==> src/rtl/array_mul_arbiter_pkg.sv <==
// ---------------------------------------------------------------------------
// array_mul_arbiter_pkg
//
// Purpose:
//   Shared definitions for the two-requester multiplier arbiter: the default
//   operand width, the controller state encoding and the round-robin winner
//   selection used when deciding which requester gets the shared multiplier.
//
// Contents:
//   k_default  default operand width in bits
//   state_t    controller states IDLE / CALC / RESP
//   rr_pick    returns the index of the requester that wins this cycle
// ---------------------------------------------------------------------------
package array_mul_arbiter_pkg;

  localparam int k_default = 8;

  typedef enum logic [1:0] {
    IDLE = 2'd0,
    CALC = 2'd1,
    RESP = 2'd2
  } state_t;

  // Picks the winning requester index. When both are pending the priority
  // pointer decides; otherwise the single pending requester wins. With no
  // requester pending the result is don't-care and callers must gate it.
  function automatic logic rr_pick(input logic v0, input logic v1, input logic ptr);
    if (v0 && v1) begin
      return ptr;
    end
    return v1;
  endfunction

endpackage

==> src/rtl/array_mul_arbiter_array_mul.sv <==
// ---------------------------------------------------------------------------
// array_mul
//
// Purpose:
//   Purely combinational unsigned array multiplier. Each multiplier bit
//   gates a row of partial products; each row is added with a ripple-carry
//   chain to the shifted running sum of the row above. The lowest bit of
//   every row drops out as one product bit, and the final row supplies the
//   upper half of the product.
//
// Ports:
//   mul_cand  in   k   multiplicand, unsigned
//   mul_ier   in   k   multiplier, unsigned
//   result    out  2k  full-width product mul_cand * mul_ier
// ---------------------------------------------------------------------------
module array_mul
  import array_mul_arbiter_pkg::*;
#(
  parameter int k = k_default
) (
  input  logic [k-1:0]   mul_cand,
  input  logic [k-1:0]   mul_ier,
  output logic [2*k-1:0] result
);

  logic [k-1:0] low_bits;

  // One generate row per multiplier bit. Row 0 is just its partial product;
  // every later row adds its partial product to the previous row's sum
  // shifted down by one, with that row's carry-out entering at the top.
  for (genvar i = 0; i < k; i++) begin : g_row
    logic [k-1:0] pp;
    logic [k-1:0] sum;
    logic         cout;

    assign pp = mul_cand & {k{mul_ier[i]}};

    if (i == 0) begin : g_first
      assign sum  = pp;
      assign cout = 1'b0;
    end else begin : g_add
      logic [k-1:0] addend;

      assign addend = {g_row[i-1].cout, g_row[i-1].sum[k-1:1]};

      // Ripple-carry adder across the row, kept in one process so the
      // carry chain is evaluated in a single pass.
      always_comb begin
        logic c;
        c    = 1'b0;
        sum  = '0;
        for (int j = 0; j < k; j++) begin
          sum[j] = addend[j] ^ pp[j] ^ c;
          c      = (addend[j] & pp[j]) | (c & (addend[j] ^ pp[j]));
        end
        cout = c;
      end
    end

    assign low_bits[i] = sum[0];
  end

  // Product bits 0..k-1 come from the bottom bit of each row; the last row
  // contributes its remaining sum bits and its carry as the top half.
  assign result = {g_row[k-1].cout, g_row[k-1].sum[k-1:1], low_bits};

endmodule

==> src/rtl/array_mul_arbiter.sv <==
// ---------------------------------------------------------------------------
// array_mul_arbiter
//
// Purpose:
//   Shares one array_mul between two requesters. A three-state controller
//   grants one requester in IDLE (round-robin when both are pending),
//   registers the product in CALC, and holds the response in RESP until the
//   consumer takes it. One transaction is in flight at a time.
//
// Ports:
//   clk          in   1   clock, rising edge
//   rst_n        in   1   asynchronous active-low reset
//   req0_valid   in   1   requester 0 has operands pending
//   req0_a       in   k   requester 0 multiplicand
//   req0_x       in   k   requester 0 multiplier
//   req0_ready   out  1   requester 0 operands taken this cycle
//   req1_valid   in   1   requester 1 has operands pending
//   req1_a       in   k   requester 1 multiplicand
//   req1_x       in   k   requester 1 multiplier
//   req1_ready   out  1   requester 1 operands taken this cycle
//   rsp_valid    out  1   response presented
//   rsp_ready    in   1   consumer takes the response
//   rsp_result   out  2k  product of the owning requester's operands
//   rsp_id       out  1   index of the owning requester
//   busy         out  1   controller is not idle
// ---------------------------------------------------------------------------
module array_mul_arbiter
  import array_mul_arbiter_pkg::*;
#(
  parameter int k = k_default
) (
  input  logic           clk,
  input  logic           rst_n,
  input  logic           req0_valid,
  input  logic [k-1:0]   req0_a,
  input  logic [k-1:0]   req0_x,
  output logic           req0_ready,
  input  logic           req1_valid,
  input  logic [k-1:0]   req1_a,
  input  logic [k-1:0]   req1_x,
  output logic           req1_ready,
  output logic           rsp_valid,
  input  logic           rsp_ready,
  output logic [2*k-1:0] rsp_result,
  output logic           rsp_id,
  output logic           busy
);

  state_t         state;
  state_t         state_next;
  logic           ptr;
  logic [k-1:0]   op_a;
  logic [k-1:0]   op_x;
  logic           op_id;
  logic [2*k-1:0] product;
  logic           grant_id;
  logic           accept;

  // Decide who would win this cycle and whether a grant actually happens.
  // The grant is also gated by rst_n so that both ready outputs are forced
  // low for as long as reset is held, even though the state is already IDLE.
  always_comb begin
    grant_id = rr_pick(req0_valid, req1_valid, ptr);
    accept   = rst_n && (state == IDLE) && (req0_valid || req1_valid);
  end

  // State register.
  always_ff @(posedge clk or negedge rst_n) begin
    if (!rst_n) begin
      state <= IDLE;
    end else begin
      state <= state_next;
    end
  end

  // Next-state logic: a grant always moves to CALC, CALC always lasts one
  // cycle, and RESP waits for the consumer. Returning to IDLE on the
  // consuming edge is what keeps a new grant out of that same cycle.
  always_comb begin
    state_next = state;
    case (state)
      IDLE: begin
        if (accept) begin
          state_next = CALC;
        end
      end
      CALC: begin
        state_next = RESP;
      end
      RESP: begin
        if (rsp_ready) begin
          state_next = IDLE;
        end
      end
      default: begin
        state_next = IDLE;
      end
    endcase
  end

  // Output decode. Ready goes only to the winner and only while a grant is
  // happening, so the loser and every non-IDLE cycle see ready low.
  always_comb begin
    req0_ready = accept && !grant_id;
    req1_ready = accept && grant_id;
    rsp_valid  = (state == RESP);
    busy       = (state != IDLE);
  end

  // Operand capture and round-robin pointer. The pointer moves to the other
  // requester after every grant, so contention alternates between them.
  // Inputs of the losing requester are never sampled.
  always_ff @(posedge clk or negedge rst_n) begin
    if (!rst_n) begin
      op_a  <= '0;
      op_x  <= '0;
      op_id <= 1'b0;
      ptr   <= 1'b0;
    end else if (accept) begin
      op_a  <= grant_id ? req1_a : req0_a;
      op_x  <= grant_id ? req1_x : req0_x;
      op_id <= grant_id;
      ptr   <= ~grant_id;
    end
  end

  // Response register: loaded once in CALC and then left alone, so the
  // presented result and id stay stable throughout RESP backpressure.
  always_ff @(posedge clk or negedge rst_n) begin
    if (!rst_n) begin
      rsp_result <= '0;
      rsp_id     <= 1'b0;
    end else if (state == CALC) begin
      rsp_result <= product;
      rsp_id     <= op_id;
    end
  end

  array_mul #(
    .k (k)
  ) u_array_mul (
    .mul_cand (op_a),
    .mul_ier  (op_x),
    .result   (product)
  );

endmodule

==> config.mk <==
export PLATFORM = sky130hd
export DESIGN_NAME = array_mul_arbiter
export DESIGN_NICKNAME = d
export VERILOG_FILES = /design/src/rtl/array_mul_arbiter_pkg.sv /design/src/rtl/array_mul_arbiter_array_mul.sv /design/src/rtl/array_mul_arbiter.sv
export SDC_FILE = /design/constraint.sdc
export NUM_CORES = 1
export LEC_CHECK = 0
export ABC_AREA = 1
export BUFFER_PORTS_ARGS = -buffer_cell sky130_fd_sc_hd__buf_2
export CAP_MARGIN = 20
export CORE_ASPECT_RATIO = 0.7
export CORE_MARGIN = 5
export CORE_UTILIZATION = 49
export DETAILED_ROUTE_END_ITERATION = 6
export PLACE_DENSITY = 0.68
export SLEW_MARGIN = 40
export SYNTH_ARGS = -nofsm -noshare
export SYNTH_HDL_FRONTEND = slang
export SYNTH_SLANG_ARGS = --single-unit
==> constraint.sdc <==
create_clock -name clk -period 18.3 [get_ports clk]
set_clock_uncertainty 0.1 [all_clocks]
set_input_delay 3.66 -clock clk [delete_from_list [all_inputs] [get_ports clk]]
set_output_delay 3.66 -clock clk [all_outputs]
set_load 0.05 [all_outputs]
==> reports/metrics.csv <==
metric;value;unit
place_congestion;0.764;
fmax;105;MHz
synth_area;0.00326;mm2
area_delta_synth_final;11.4;%
port_buffers;57;
synthArstFlopShare;1.00;
hold_ws;0.368;ns
grt_overflow_total;0;
avgViaCountPerCell;4.55;
drtPass1Iterations;4;
hold_violations;0;
crit_type;reg2reg;
synth-compound-area-share;0.0138;
synthTopCellsByArea;fa_1 (29%), dfrtp_1 (28%), nand2_1 (21%), inv_1 (8.2%), ha_1 (3.1%);
fin_ws;8.78;ns
power_leakage;2.32;nW
total_power;651;uW
routedWlPerCell;11.2;um
hold_class;reg2reg;
status;finished, final reports clean;
synth_fp_nets;501;
ios;58;
synth_top_family_by_area;adder cells;
postCtsSetupBuffers;0;
synthAdderAreaFrac;0.325;
endpoint_kind;register;
core_area;0.00634;mm2
synth_seq_area_share;0.284;
cts-hold-fix-buffers;0;
synth_cell_types;18;
fin_crit_sh;0.520;
start_util;0.515;
muxShareOfSynthArea;0;
cts_buffers;5;
setup_viol;0;
crit_arrival;9.59;ns
final_cells;540;
die_area;0.00842;mm2
synth.most_common_cell;nand2_1;
relSlewSlack;0.577;
dpl.hpwl;5040;um
maxSlewViolCount;0;
clockBufferDepth;2;
clk_latency;0.29;ns
final.min_clock_period;9.52;ns
maxCapViolCount;0;
synthCells;408;
wirelength;6060;um
grt_pass1_wl;11600;um
ctsHtreeMaxLevel;2;
rsz0062_at_grt;false;
clockRootBuffer;clkbuf_8;
yosys.area_share.simple;0.258;
synth_edf_count;0;
synth_ff_type;dfrtp_1;
finish.utilization;0.573;
tritoncts;done;
drive_gt1_frac;0.163;
grt_start_max_net_pins;39;
post_cts_resize_count;0;
cp-start-kind;register;
crit_fanout;9;
fillers;612;
final_area;0.00363;mm2
placed_cell_area;0.00355;mm2
antenna_found_initial;0;
synth_area_leader_cell;fa_1;
synth_xor_area_frac;0;
synth-seq-cells;37;
die_w;108;um
worst_ep_required_time;18.37;ns
first_iter_violations;77;
ir_drop;0.0637;mV
grt_pass1_vias;2637;
vias;2458;
antennaDiodeCount;0;
dp.cells;532;
num_rows;24;
netlist.area_leader.share;0.295;
finalSetupTns;0;ns
antenna_left;0;
power_density;179;mW/mm2
clock_sinks;37;
final_nets;541;
synth.cells.most_frequent;nand2_1 (183), inv_1 (71), fa_1 (48), dfrtp_1 (37);
path_clk_slew;0.08;ns
drcViolationCount;0;
die-height;78.3;um
pre_cts_ws;8.70;ns
timing_worst_slew_pin_value;0.633;ns
grt_usage;0.168;
syn_area_per_cell;7.99;um2
yosys_warnings;0;
[sequential cells by signal, summed over array words and instances, names as in the netlist]
name,count
op_id,1
op_a,8
rsp_id,1
state,2
ptr,1
rsp_result,16
op_x,8
[path summary, 6_finish.rpt]
path	start	end	slack, ns	cells past startpoint
setup / recovery	op_x[0]	rsp_result[14]	8.78	26
setup reg to reg	op_x[0]	rsp_result[14]	8.78	26
hold / removal	rsp_result[3]	rsp_result[3]	0.37	2
hold reg to reg	rsp_result[3]	rsp_result[3]	0.37	2
max in group asynchronous	rst_n	op_x[6]	14.54	1
min in group asynchronous	rst_n	rsp_result[3]	3.23	1
[layer usage]
metal,GRT usage,wire length (um)
met1,0.222,2930
met2,0.288,2850
met3,0.0385,239
met4,0.0277,48
met5,0,0
[placed cells by master (no fill, tap or decap), types with 2 or more instances in the layout]
cell      instances
nand2_2           3
ha_1              8
buf_2            56
fa_1             48
clkinv_2          2
clkbuf_8          5
o21ai_0           9
inv_1            71
nand3_1          17
dfrtp_1          37
nand2_1         183
nor2_1            2
inv_2             2
[report_power, final]
| group | internal (mW) | total, mW | switching, mW | leakage [nW] |
|---|---|---|---|---|
| logic | 0.167 | 0.433 | 0.265 | 1.81 |
| registers | 0.114 | 0.162 | 0.0479 | 0.471 |
| clock network | 0.0264 | 0.0564 | 0.0300 | 0.0450 |
| total | 0.307 | 0.651 | 0.343 | 2.32 |
[layout make-up]
| cell class | count | area [um2] | area share |
|---|---|---|---|
| clock inverters | 2 | 10.0 | 0.00276 |
| well taps | 91 | 114 | 0.0313 |
| inverters | 73 | 274 | 0.0754 |
| multi-input cells | 274 | 1950 | 0.536 |
| repair buffers | 57 | 288 | 0.0792 |
| clock buffers | 6 | 72.6 | 0.0200 |
| flip-flops and latches | 37 | 926 | 0.255 |
[worst max-delay path: stages (launching register included)]
cell     delay (ns)
dfrtp_1        0.48
nand2_1        0.11
inv_1          0.04
ha_1           0.20
fa_1           0.37
inv_1          0.08
fa_1           0.15
inv_1          0.05
fa_1           0.47
fa_1           0.44
fa_1           0.38
fa_1           0.47
fa_1           0.44
fa_1           0.39
fa_1           0.38
fa_1           0.40
fa_1           0.53
fa_1           0.47
fa_1           0.48
fa_1           0.44
fa_1           0.49
fa_1           0.47
fa_1           0.50
inv_1          0.06
fa_1           0.43
fa_1           0.48
o21ai_0        0.08
[cell families (layout without fill, tap and decap cells)]
kind of cell,Yosys count,after routing
AOI/OAI and AO/OA,9,9
buffers and inverters,97,138
adders and majority gates,56,56
DFF,37,37
and+or+nand+nor,209,209
(Power assumes the default switching activity.)
